[config.mk]
export PLATFORM = sky130hd
export DESIGN_NAME = fir_frame_arbiter
export DESIGN_NICKNAME = d
export VERILOG_FILES = /design/src/rtl/fir_frame_arbiter.sv
export SDC_FILE = /design/constraint.sdc
export NUM_CORES = 1
export LEC_CHECK = 0
export ABC_AREA = 1
export ABC_CLOCK_PERIOD_IN_PS = 2500
export BUFFER_PORTS_ARGS = -buffer_cell sky130_fd_sc_hd__buf_2
export CAP_MARGIN = 0
export CELL_PAD_IN_SITES_DETAIL_PLACEMENT = 0
export CELL_PAD_IN_SITES_GLOBAL_PLACEMENT = 1
export CORE_MARGIN = 3
export CORE_UTILIZATION = 34
export DETAILED_ROUTE_END_ITERATION = 7
export PLACE_DENSITY = 0.8
export RECOVER_POWER = 100
export SETUP_SLACK_MARGIN = 0.05
export SLEW_MARGIN = 10
export SYNTH_ARGS = -nofsm -noshare
export SYNTH_HDL_FRONTEND = slang
export SYNTH_SLANG_ARGS = --single-unit
[constraint.sdc]
create_clock -name clk -period 2.5 [get_ports clk]
set_clock_uncertainty 0.1 [all_clocks]
set_input_delay 0.25 -clock clk [delete_from_list [all_inputs] [get_ports clk]]
set_output_delay 0.25 -clock clk [all_outputs]
set_load 0.005 [all_outputs]
[src/rtl/fir_frame_arbiter.sv]
// Round-robin frame arbiter sharing one FIR filter between NREQ streams.
// Each frame is followed by NTAPS-1 zero samples so no history leaks into the next owner.
module fir_frame_arbiter #(
  parameter int NREQ   = 4,
  parameter int IWIDTH = 16,
  parameter int OWIDTH = 16,
  parameter int NTAPS  = 11,
  parameter int FLW    = 8
) (
  input  logic                       clk,
  input  logic                       arst,
  input  logic [NREQ-1:0]            req_valid,
  input  logic [NREQ*IWIDTH-1:0]     req_data,
  input  logic [NREQ-1:0]            req_last,
  output logic [NREQ-1:0]            req_ready,
  output logic                       fir_valid,
  output logic [IWIDTH-1:0]          fir_din,
  input  logic                       fir_out_valid,
  input  logic [OWIDTH-1:0]          fir_dout,
  output logic                       res_valid,
  output logic [OWIDTH-1:0]          res_data,
  output logic [$clog2(NREQ)-1:0]    res_id,
  output logic                       res_last,
  output logic                       busy,
  output logic                       ovf,
  output logic [1:0]                 state_dbg
);

  localparam int IDW = $clog2(NREQ);
  // Wide enough for the largest expected result count, (2^FLW-1) + (NTAPS-1).
  localparam int CW  = $clog2(2**FLW + NTAPS);
  localparam int FCW = $clog2(NTAPS);
  localparam logic [CW-1:0]  FULL      = CW'(2**FLW - 1);
  localparam logic [FCW-1:0] FLUSH_END = FCW'(NTAPS - 2);

  typedef enum logic [1:0] {IDLE = 2'd0, STREAM = 2'd1, FLUSH = 2'd2, DRAIN = 2'd3} state_t;

  // Handshake: a sample moves when req_valid[i] and req_ready[i] are both high at a
  // rising clk edge; req_ready is only ever high for the current owner while in STREAM.
  state_t            state;
  logic [IDW-1:0]    grant, rr_ptr, nxt_grant;
  logic [CW-1:0]     in_cnt, out_cnt, exp_cnt, in_cnt_nxt;
  logic [FCW-1:0]    flush_cnt;
  logic              accept;
  logic [IWIDTH-1:0] sample;

  always_comb begin
    nxt_grant = rr_ptr;
    for (int k = NREQ; k >= 1; k--) begin
      if (req_valid[(int'(rr_ptr) + k) % NREQ]) nxt_grant = IDW'((int'(rr_ptr) + k) % NREQ);
    end
  end

  assign accept     = (state == STREAM) && req_valid[grant];
  assign sample     = req_data[int'(grant)*IWIDTH +: IWIDTH];
  assign in_cnt_nxt = in_cnt + CW'(1);
  assign exp_cnt    = in_cnt + CW'(NTAPS - 1);
  assign req_ready  = (state == STREAM) ? (NREQ'(1) << grant) : '0;
  assign busy       = (state != IDLE);
  assign state_dbg  = state;

  always_ff @(posedge clk) begin
    if (arst) begin
      state     <= IDLE;
      grant     <= '0;
      rr_ptr    <= IDW'(NREQ - 1);
      in_cnt    <= '0;
      out_cnt   <= '0;
      flush_cnt <= '0;
      fir_valid <= 1'b0;
      fir_din   <= '0;
      res_valid <= 1'b0;
      res_data  <= '0;
      res_id    <= '0;
      res_last  <= 1'b0;
      ovf       <= 1'b0;
    end else begin
      fir_valid <= 1'b0;
      fir_din   <= '0;
      res_valid <= 1'b0;
      res_last  <= 1'b0;
      res_data  <= fir_dout;
      res_id    <= grant;
      // Filter outputs are counted only while a frame is owned.
      if (fir_out_valid && state != IDLE) begin
        res_valid <= 1'b1;
        res_last  <= (out_cnt == exp_cnt - CW'(1));
        out_cnt   <= out_cnt + CW'(1);
      end
      case (state)
        IDLE: begin
          if (|req_valid) begin
            grant  <= nxt_grant;
            rr_ptr <= nxt_grant;
            state  <= STREAM;
          end
        end
        STREAM: begin
          flush_cnt <= '0;
          if (accept) begin
            fir_valid <= 1'b1;
            fir_din   <= sample;
            in_cnt    <= in_cnt_nxt;
            if (req_last[grant]) begin
              state <= FLUSH;
            end else if (in_cnt_nxt == FULL) begin
              ovf   <= 1'b1;
              state <= FLUSH;
            end
          end
        end
        FLUSH: begin
          fir_valid <= 1'b1;
          flush_cnt <= flush_cnt + FCW'(1);
          if (flush_cnt == FLUSH_END) state <= DRAIN;
        end
        DRAIN: begin
          if (out_cnt == exp_cnt) begin
            state   <= IDLE;
            in_cnt  <= '0;
            out_cnt <= '0;
          end
        end
        default: state <= IDLE;
      endcase
    end
  end

endmodule

==> out/results.ini <==
[critical_path]
worstPathRequired_ps=2670
rr_worst_depth=10
end_kind=flip-flop
reg2reg_to=in_cnt[3]
cp_max_fo=18
cpMostUsedCell=nand2_1
cp_slowest_cell=dfxtp_1
crit_buf_inv=2
arrival_ps=2380
r2r_slack_ps=300
cp_cell_sequence=nand2_1, inv_1, a22oi_1, nand3_1, o21ai_1, inv_2, nand2_2, nand2_1, nand2_1, nor2_1
critPathMaxStageDelay_ps=480
critPathLaunchType=flip-flop
crit_type=reg2reg
crit_family=simple AND/OR/NAND/NOR gates
reg2reg_from=grant[1]

[timing]
max-slew-margin-rel=0.615
worst-slew-pin-transition_ps=577
grt_setup_unrepaired=false
hold_ws_ps=21.2
setup_viol=0
fmax_ghz=0.454
fin_crit_sh=0.882
period_minus_slack_ps=2200
hold_viol=0
slew_violations=0
setup_tns_ps=0

[clock_network]
cts_tree=yes
clock_sinks=66
cts_buffers=9
h-tree-depth=3
clockBufferDepth=2
clk_latency_ps=350
clock-root-buffer=clkbuf_8
clkTransAtPathRegs_ps=90

[yosys]
synth.distinct_cells=36
syn_area_mm2=0.00370
yosysWarnings=0
synth_top_cell_by_area=dfxtp_1
synth_cells=551
synth_fp_nets=654
synth.area.top_cells=dfxtp_1, nand2_1, inv_1
synth_top_family_by_area=simple AND/OR/NAND/NOR gates
synth_xor_area_frac=0.0236
synth_mux_area_frac=0
synthAdderAreaFrac=0.0405
synth_most_common_cell=nand2_1
synth_flop_cell=dfxtp_1
async_reset_ff_frac=0
yosys-top-cells-count=nand2_1, inv_1, nor2_1
yosys.area_share.simple=0.343
ys_ff_latch=66
netlist.area_leader.share=0.357
synth-seq-area-share=0.357
synth_edf_count=0
avgSynthCellArea_um2=6.72
synth_compound_area_frac=0.129

[die]
core-area_mm2=0.0105
initial_core_util=0.354
dieArea_mm2=0.0122
placementRows=37
ios=136
dieWidth_um=110
die_h_um=110

[layout]
stdcell_area_mm2=0.00483
fillers=1104
drive_gt1_frac=0.218
fin_cells=843
nNetsFinal=805
syn_to_final_growth_pct=30.4
antennaDiodeCount=0

[detailed_routing]
vias_per_cell=4.67
wirelength_mm=10.8
vias=3935
drt_iter0_markers=222
dr.pass1.iters=4
ant_nets=0
drcViolationCount=0
wire_per_inst_um=12.8

[power]
power.density_mw_per_mm2=933
leakage_nw=2.38
vdd_ir_drop_max_mv=0.402

[grt]
grt_start_max_net_pins=31
antenna_found_initial=0
grt_usage=0.178
grt_first_pass_wirelength_mm=17.1
grt_overflow_total=0
grt_pass1_vias=3633

[min_path]
worstHoldStart=fir_dout[13]
min_to=res_data[13]
hold_path_depth=3
hold_path.class=in2reg

[placement]
hpwl_mm=8.17
placed_cell_area_mm2=0.00450
place_congestion=0.842
dpl.cell_count=812
io_buffers=135

[run_status]
outcome=finished clean

[flow_run]
max-cap-violations=0

## per-stage QoR
stage                      util  power, mW  setup WS, ps
after floorplan               -       3.03           513
after global placement    0.430       3.54           240
after detailed placement  0.430       3.56           214
after CTS                 0.463       4.54           185
after global routing      0.462       4.93          37.3
final                     0.462       4.51           296
## logic make-up after synthesis
| family | Yosys count |
|---|---|
| and+or+nand+nor | 290 |
| adders and majority gates | 12 |
| DFF | 66 |
| AOI/OAI and AO/OA | 75 |
| xor gates and xnor gates | 10 |
| buffers and inverters | 98 |
## layout make-up
| type | count | area (µm²) | share of cell area |
|---|---|---|---|
| clock inverter | 7 | 81.3 | 0.0168 |
| multi-input combinational | 387 | 1990 | 0.412 |
| sequential | 66 | 1320 | 0.274 |
| inverter | 84 | 320 | 0.0663 |
| timing repair buffer | 154 | 826 | 0.171 |
| clock buffer | 9 | 124 | 0.0256 |
| tap | 136 | 170 | 0.0352 |
## worst max path at each step
| stage | start | cells after the start | end |
|---|---|---|---|
| after floorplan | state_dbg[0] | 11 | out_cnt[7] |
| after global placement | state_dbg[0] | 11 | out_cnt[7] |
| after detailed placement | in_cnt[1] | 13 | in_cnt[3] |
| after CTS | in_cnt[1] | 13 | in_cnt[3] |
| after global routing | in_cnt[1] | 13 | in_cnt[4] |
| final | grant[1] | 10 | in_cnt[3] |
## flip-flops by register name (all words and copies together), names as in the netlist, 2 cells and up
| signal | cells |
|---|---|
| fir_din | 16 |
| res_data | 16 |
| in_cnt | 9 |
| out_cnt | 9 |
| flush_cnt | 4 |
| grant | 2 |
| res_id | 2 |
| rr_ptr | 2 |
| state_dbg | 2 |
## repair_timing
action,4_1_cts,5_1_grt
gates resized for setup,0,3
hold buffers,14,0
endpoints found under the setup margin,0,14
endpoints found under the hold margin,14,0
buffers inserted,0,1
## power by group
group	switching [mW]	internal, mW
Clock	0.467	0.476
Sequential	0.221	1.22
Combinational	1.33	0.793
Total	2.02	2.49
## cell usage in the layout (no fill, tap or decap), drive strengths merged
| cell | netlist | layout |
|---|---|---|
| nor3 | 10 | 10 |
| o211ai | 3 | 3 |
| xor2 | 5 | 5 |
| buf | 7 | 110 |
| o22ai | 1 | 1 |
| and3 | 1 | 1 |
| nand4 | 5 | 5 |
| or2 | 2 | 2 |
| bufinv | 0 | 1 |
| a211oi | 1 | 1 |
| a21oi | 18 | 18 |
| nand3b | 1 | 1 |
| a31oi | 16 | 16 |
| clkinvlp | 0 | 1 |
| ha | 12 | 12 |
| a22oi | 21 | 21 |
| nor2 | 72 | 72 |
| o21ai | 13 | 13 |
| xnor2 | 5 | 5 |
| clkbuf | 7 | 39 |
| nand3 | 46 | 46 |
| inv | 82 | 86 |
| dlygate4sd3 | 0 | 14 |
| o2111ai | 1 | 1 |
| dfxtp | 66 | 66 |
| clkinv | 2 | 3 |
| nand2 | 153 | 153 |
| o31ai | 1 | 1 |
## worst min-delay path, stage by stage
cell and delay [ps]:
buf_2 90, inv_1 40, nor2_1 30
## layer usage
layer  global-route usage  vias up  part of all wire
li1                     -     2070                 -
met1                0.213     1739              0.44
met2                0.324      118              0.48
met3               0.0326        8             0.064
met4               0.0528        0             0.010
met5                    0        -                 0
(Power assumes the default switching activity.)
